**config.mk**
```make
export PLATFORM = sky130hd
export DESIGN_NAME = if_fetch
export DESIGN_NICKNAME = d
export VERILOG_FILES = /design/src/rtl/mips_if_pkg.sv /design/src/rtl/if_ibuf.sv /design/src/rtl/if_fetch.sv
export SDC_FILE = /design/constraint.sdc
export NUM_CORES = 1
export LEC_CHECK = 0
export BUFFER_PORTS_ARGS = -buffer_cell sky130_fd_sc_hd__buf_4
export CAP_MARGIN = 20
export CORE_ASPECT_RATIO = 1.75
export CORE_MARGIN = 2
export CORE_UTILIZATION = 60
export CTS_CLUSTER_SIZE = 14
export DETAILED_ROUTE_END_ITERATION = 6
export PLACE_DENSITY = 0.84
export SYNTH_ARGS = -nofsm -noshare
export SYNTH_HDL_FRONTEND = slang
export SYNTH_SLANG_ARGS = --single-unit
```
**constraint.sdc**
```tcl
create_clock -name clk -period 12.76 [get_ports clk]
set_input_delay 1.276 -clock clk [delete_from_list [all_inputs] [get_ports clk]]
set_output_delay 1.276 -clock clk [all_outputs]
set_load 0.01 [all_outputs]
```
**src/rtl/mips_if_pkg.sv**
```systemverilog
// ---------------------------------------------------------------------------
// mips_if_pkg
// Shared definitions for the instruction-fetch stage of the pipelined MIPS
// core: reset PC, NOP encoding, the fetch FSM state type and the
// {pc, instr} entry held by the fetch instruction buffer.
// ---------------------------------------------------------------------------
package mips_if_pkg;

    localparam logic [31:0] RESET_PC_DEFAULT = 32'h0000_3000;
    localparam logic [31:0] NOP_INSTR        = 32'h0000_0000;

    typedef enum logic [1:0] {
        REQ   = 2'd0,  // may issue a request to instruction memory
        WAIT  = 2'd1,  // one request granted, its response is wanted
        DRAIN = 2'd2   // one request granted, its response must be dropped
    } fetch_state_e;

    typedef struct packed {
        logic [31:0] pc;
        logic [31:0] instr;
    } ibuf_entry_t;

    // Sequential fetch address; 32-bit arithmetic wraps 0xFFFF_FFFC to 0.
    function automatic logic [31:0] pc_next(input logic [31:0] pc);
        return pc + 32'd4;
    endfunction

endpackage

```
**src/rtl/if_ibuf.sv**
```systemverilog
// ---------------------------------------------------------------------------
// if_ibuf
// Two-entry synchronous FIFO of {pc, instr} between instruction memory and
// the IF/ID register. Slot 0 is always the head; a pop shifts slot 1 down.
//
// Ports:
//   clk, rstn   clock, asynchronous active-low reset (clears the count)
//   push        write push_data at the tail (ignored when full)
//   push_data   entry to write
//   pop         drop the head (ignored when empty)
//   flush       empty the FIFO; wins over push and pop in the same cycle
//   count       number of valid entries, 0..2
//   head        oldest entry; only meaningful when count != 0
// ---------------------------------------------------------------------------
module if_ibuf
    import mips_if_pkg::*;
(
    input  logic        clk,
    input  logic        rstn,
    input  logic        push,
    input  ibuf_entry_t push_data,
    input  logic        pop,
    input  logic        flush,
    output logic [1:0]  count,
    output ibuf_entry_t head
);

    ibuf_entry_t slot0_q, slot0_d;
    ibuf_entry_t slot1_q, slot1_d;
    logic [1:0]  count_q, count_d;
    logic        do_push;
    logic        do_pop;

    always_comb begin
        do_push = push && (count_q != 2'd2);
        do_pop  = pop  && (count_q != 2'd0);
        count_d = count_q;
        slot0_d = slot0_q;
        slot1_d = slot1_q;
        if (flush) begin
            count_d = 2'd0;
        end else begin
            case ({do_push, do_pop})
                // Simultaneous push/pop is only possible with one entry held,
                // so the new entry becomes the head directly.
                2'b11: slot0_d = push_data;
                2'b01: begin
                    slot0_d = slot1_q;
                    count_d = count_q - 2'd1;
                end
                2'b10: begin
                    if (count_q == 2'd0) begin
                        slot0_d = push_data;
                    end else begin
                        slot1_d = push_data;
                    end
                    count_d = count_q + 2'd1;
                end
                default: ;
            endcase
        end
    end

    // Only the occupancy is reset; slot contents are qualified by count.
    always_ff @(posedge clk or negedge rstn) begin
        if (!rstn) begin
            count_q <= 2'd0;
        end else begin
            count_q <= count_d;
        end
    end

    always_ff @(posedge clk) begin
        slot0_q <= slot0_d;
        slot1_q <= slot1_d;
    end

    assign count = count_q;
    assign head  = slot0_q;

endmodule

```
**src/rtl/if_fetch.sv**
```systemverilog
// ---------------------------------------------------------------------------
// if_fetch
// Instruction-fetch stage. Owns the fetch PC, issues one request at a time
// over a req/gnt/rvalid handshake, buffers responses in a 2-entry queue and
// presents the queue head to the IF/ID register. Handles branch redirects
// and load-use stalls from ID; responses in flight across a redirect are
// discarded.
//
// Ports:
//   clk, rstn          clock, asynchronous active-low reset
//   br_flag/br_target  redirect from ID (target word-aligned)
//   load_stop_request  ID stall, head is held
//   imem_req/addr      fetch request and address
//   imem_gnt           request accepted this cycle
//   imem_rvalid/rdata  in-order response, at least one cycle after gnt
//   if_PC/if_instr     presented PC and instruction (NOP when empty)
//   if_valid           queue non-empty
// ---------------------------------------------------------------------------
module if_fetch
    import mips_if_pkg::*;
#(
    parameter logic [31:0] RESET_PC = RESET_PC_DEFAULT
) (
    input  logic        clk,
    input  logic        rstn,
    input  logic        br_flag,
    input  logic [31:0] br_target,
    input  logic        load_stop_request,
    output logic        imem_req,
    output logic [31:0] imem_addr,
    input  logic        imem_gnt,
    input  logic        imem_rvalid,
    input  logic [31:0] imem_rdata,
    output logic [31:0] if_PC,
    output logic [31:0] if_instr,
    output logic        if_valid
);

    fetch_state_e state_q, state_d;
    logic [31:0]  fetch_pc_q, fetch_pc_d;
    logic [31:0]  req_pc_q, req_pc_d;
    // A redirect that lands on a raised but ungranted request freezes that
    // request: hold_q keeps it alive at hold_addr_q while fetch_pc_q already
    // carries the new target.
    logic         hold_q, hold_d;
    logic [31:0]  hold_addr_q, hold_addr_d;
    // Low for the first cycle out of reset so no request is raised while
    // rstn is still asserted.
    logic         started_q;

    logic         req_fire;
    logic         push;
    logic         pop;
    logic [1:0]   count;
    ibuf_entry_t  head;
    ibuf_entry_t  push_data;

    if_ibuf u_ibuf (
        .clk       (clk),
        .rstn      (rstn),
        .push      (push),
        .push_data (push_data),
        .pop       (pop),
        .flush     (br_flag),
        .count     (count),
        .head      (head)
    );

    assign push_data = '{pc: req_pc_q, instr: imem_rdata};

    // Request is a function of registered state only, so it cannot glitch
    // with br_flag or load_stop_request once raised.
    always_comb begin
        imem_req = 1'b0;
        if (started_q && (state_q == REQ)) begin
            imem_req = hold_q || (count != 2'd2);
        end
    end

    assign imem_addr = hold_q ? hold_addr_q : fetch_pc_q;
    assign req_fire  = imem_req && imem_gnt;

    always_comb begin
        state_d     = state_q;
        fetch_pc_d  = fetch_pc_q;
        req_pc_d    = req_pc_q;
        hold_d      = hold_q;
        hold_addr_d = hold_addr_q;
        push        = 1'b0;

        case (state_q)
            REQ: begin
                if (req_fire) begin
                    if (hold_q) begin
                        hold_d  = 1'b0;
                        state_d = DRAIN;
                    end else begin
                        req_pc_d   = fetch_pc_q;
                        fetch_pc_d = pc_next(fetch_pc_q);
                        state_d    = WAIT;
                    end
                end
            end
            WAIT: begin
                if (imem_rvalid) begin
                    push    = 1'b1;
                    state_d = REQ;
                end
            end
            DRAIN: begin
                if (imem_rvalid) begin
                    state_d = REQ;
                end
            end
            default: state_d = REQ;
        endcase

        // Redirect overrides the normal flow; the queue is flushed by the
        // buffer itself and any response arriving now is dropped.
        if (br_flag) begin
            push       = 1'b0;
            fetch_pc_d = br_target;
            case (state_q)
                WAIT, DRAIN: state_d = imem_rvalid ? REQ : DRAIN;
                default: begin
                    if (req_fire) begin
                        hold_d  = 1'b0;
                        state_d = DRAIN;
                    end else begin
                        state_d = REQ;
                        if (imem_req) begin
                            hold_d      = 1'b1;
                            hold_addr_d = imem_addr;
                        end
                    end
                end
            endcase
        end
    end

    always_ff @(posedge clk or negedge rstn) begin
        if (!rstn) begin
            state_q     <= REQ;
            fetch_pc_q  <= RESET_PC;
            req_pc_q    <= RESET_PC;
            hold_q      <= 1'b0;
            hold_addr_q <= RESET_PC;
            started_q   <= 1'b0;
        end else begin
            state_q     <= state_d;
            fetch_pc_q  <= fetch_pc_d;
            req_pc_q    <= req_pc_d;
            hold_q      <= hold_d;
            hold_addr_q <= hold_addr_d;
            started_q   <= 1'b1;
        end
    end

    assign if_valid = (count != 2'd0);
    assign pop      = if_valid && !load_stop_request && !br_flag;
    assign if_PC    = if_valid ? head.pc : fetch_pc_q;
    assign if_instr = if_valid ? head.instr : NOP_INSTR;

endmodule

```
==> summary.md <==
| Metric | Value |
|---|---|
| Status | `finished clean` |
| Worst Skew | `roughly 12 ps` |
| Crit path time final | `between 3000 and 4000 ps` |
| Vias in the first global route | `7089` |
| Ys async rst share | `~44%` |
| Worst min-delay path startpoint | `req_pc_q[5]$_DFFE_PN0P_` |
| CTS tree | `done` |
| Bufs and invs on worst path | `3` |
| Max-slew violations | `0` |
| Final nets | `between 900 and 1000` |
| Dpl hpwl | `around 16000 um` |
| Max-cap violations | `0` |
| GR Util met2 | `approximately 46%` |
| CP Class | `register to output pin` |
| Power Dens Cells | `about 170 nW/um2` |
| DRT Pass-1 Iters | `6` |
| Slew HR | `between 20 and 30%` |
| Fin. Hold Viols | `0` |
| Syn Area/Cell | `13.92 um2` |
| Antenna Cells | `0` |
| Layout cells sized above 1 | `33.66%` |
| Commonest non-fill, non-tap cell in the layout | `buf_4` |
| Die ar. | `between 15000 and 20000 um2` |
| Synth Net Count | `around 800` |
| Final setup viols | `0` |
| Initial antenna violation count | `0` |
| PostCTS Resize Cnt | `0` |
| Area of the multi-input gates | `between 3000 and 4000 um2` |
| Die span in x | `around 100 um` |
| Synth warnings | `0` |
| First-pass GRT wire length | `around 37000 um` |
| Register area share after synthesis | `61.75%` |
| Placed cells | `between 1000 and 1500` |
| Most frequent cells in the layout | `buf_4 (172), edfxtp_1 (128), dfrtp_1 (96)` |
| Worst path top cell family by delay | `buffers and inverters` |
| Sequential cell area | `between 6000 and 7000 um2` |
| Initial DRC Count | `661` |
| Buffers on Ports | `roughly 170` |
| Synth Register Bits | `230` |
| Non-Filler Instances | `approximately 1100` |
| # H-tree levels | `1` |
| I/O pins | `around 170` |
| Type of origin of the critical path | `register` |
| Period utilisation layout | `slightly below 30%` |
| Synth Flop Type | `edfxtp_1` |
| Slowest stage cell, crit path | `dfrtp_1` |
| P&R area growth vs syn | `19.50%` |
| Worst Hold Class | `register to register` |
| RR Startpoint | `u_ibuf.count[0]$_DFFE_PN0P_` |
| EDFF count, synth | `128` |
| Clock transition at the registers of the reported paths | `approximately 70 ps` |
| Reg2reg path depth | `5` |
| Fmax | `between 200 and 300 MHz` |
| Maximum clock path buffer count | `3` |
| Total CTS buffers | `21` |
| Met3 usage | `around 2.6%` |
| Register-to-register path setup slack | `roughly 9600 ps` |
| Clock Latency Late Sink | `between 400 and 500 ps` |
| Critical Path RT | `between 10000 and 15000 ps` |
| CP Cell Sequence | `nor2_1 > inv_2 > buf_12 > mux2_2 > buf_4` |
| GRT Max-Usage Layer | `met2` |
| Post-route ant nets | `0` |
| DRC viols | `0` |
| GR Util met1 | `32.65%` |
| Total core area | `16950 um2` |
| Via Count | `between 6000 and 7000` |
| RSZ-0062 raised after global routing | `false` |
| Vias per cell | `just over 6` |
| Leak | `4.747 nW` |
| CP peak stage delay | `around 430 ps` |
| Postcts setup bufs | `0` |
| Hold_buf cts | `0` |
| Mapped Cells | `roughly 750` |
| Fill cells | `roughly 1100` |
| Drt wl/cell | `between 20 and 25 um` |
| Routability cong. | `between 0.8 and 0.9` |
| VDD IR max | `approximately 0.00016 V` |
| Initial Util | `between 60 and 70%` |
| CP Capture Type | `output pin` |
| Pin count of the biggest net entering global routing | `65` |
| Die H | `approximately 180 um` |
| Post-route total power | `about 2.1 mW` |
| Synth Cell Area | `between 10000 and 15000 um2` |
| Final Hold Slack | `~460 ps` |
| Post-Route WL | `between 20000 and 25000 um` |
| Clock Sink Count | `230` |
| Critical R2R Capture | `u_ibuf.head[31]$_DFFE_PP_` |
| Total Routing Usage GR | `between 20% and 30%` |
| Post-synthesis cell type count | `52` |
| Worst-path maximum fanout | `40` |
| Rows | `63` |
| Hold endpoint | `u_ibuf.slot1_q[37]$_DFFE_PP_` |
| Worst-margin pin slew | `1048 ps` |
| TNS Setup | `0 ps` |
| Clock root buffer | `clkbuf_16` |
| Hold path depth | `0` |
| CP Depth | `5` |
| Arrival @ worst endpoint | `roughly 2400 ps` |
| Util after Layout | `73.12%` |
| Gr ovfl total | `0` |
[worst max-delay path by stage]
stage | endpoint | slack [ps] | from
floorplan | u_ibuf.head[0]$_DFFE_PP_ | 7240 | br_flag
detailed placement | u_ibuf.slot1_q[32]$_DFFE_PP_ | 8650 | br_flag
global route | if_PC[28] | 8870 | u_ibuf.count[0]$_DFFE_PN0P_
finish | if_PC[25] | 9080 | u_ibuf.count[0]$_DFFE_PN0P_
global placement | u_ibuf.slot1_q[0]$_DFFE_PP_ | 8700 | br_flag
CTS | if_PC[28] | 9030 | u_ibuf.count[0]$_DFFE_PN0P_
[kinds of logic (layout without fill, tap and decap cells)]
family / Yosys count / in the layout / synth area share (%)
AOI/OAI and AO/OA: 76 / 76 / 4.814
xor gates and xnor gates: 6 / 6 / 0.5068
adders and majority gates: 3 / 3 / 0.3620
buffers and inverters: 60 / 221 / 2.437
DFF: 230 / 230 / 61.75
muxes: 185 / 185 / 20.08
other: 1 / 1 / 0.03616
and+or+nand+nor: 184 / 184 / 10.01
[state kept, by name, indices dropped and copies added (netlist names)]
register	cells
u_ibuf.head	64
hold_q	1
fetch_pc_q	32
u_ibuf.count	2
req_pc_q	32
started_q	1
u_ibuf.slot1_q	64
hold_addr_q	32
state_q	2
[stage by stage]
stage / cell area [um2] / setup WS (ps)
after floorplan: 10370 / 7236
after global placement: 11760 / 8700
after detailed placement: 11780 / 8645
after CTS: 12380 / 9034
after global routing: 12390 / 8871
final: 12390 / 9075
[worst register-to-register path: cells and delay by family (launching register included)]
family          cells  cell delay, ps
buf+inv             2            1100
compound gates      1             880
simple gates        2             420
flops               1             410
[area by class of cell]
cell class | instances | share of cell area (%)
clock buffer | 33 | 4.685
clock inverter | 4 | 0.1716
inverter | 10 | 0.3029
multi-input combinational | 455 | 30.17
sequential | 230 | 51.68
tap | 227 | 2.292
timing repair buffer | 174 | 10.70
[routing by layer]
layer / vias to the layer above / part of all wire (%)
li1: 3090 / -
met1: 3457 / 38
met2: 298 / 53
met3: 74 / 5.4
met4: 0 / 3.8
met5: - / 0
[power by group]
part           switching (mW)  leakage [nW]  internal, mW
Sequential             0.0947          2.33         0.951
Combinational           0.245          2.12         0.287
Clock                   0.258         0.291         0.313
Total                   0.598          4.75          1.55
[synth_stat cells, types with 4 or more instances]
library cell | number | area share (%)
a21oi_1 | 4 | 0.19
a31oi_1 | 16 | 0.97
and2_1 | 36 | 2.2
and3_1 | 9 | 0.54
and4_1 | 5 | 0.42
buf_2 | 19 | 0.92
clkbuf_1 | 28 | 1.0
dfrtp_1 | 96 | 23
dfstp_2 | 6 | 1.5
edfxtp_1 | 128 | 37
inv_1 | 9 | 0.33
mux2_1 | 93 | 10
mux2_2 | 91 | 9.9
nand2_1 | 32 | 1.2
nand2b_1 | 4 | 0.24
nand3_1 | 25 | 1.2
nand4_1 | 16 | 0.97
nor2_1 | 23 | 0.83
nor2b_1 | 5 | 0.30
o21ai_0 | 23 | 1.1
o31ai_1 | 14 | 1.0
or4_1 | 18 | 1.3
(Power assumes the default switching activity.)
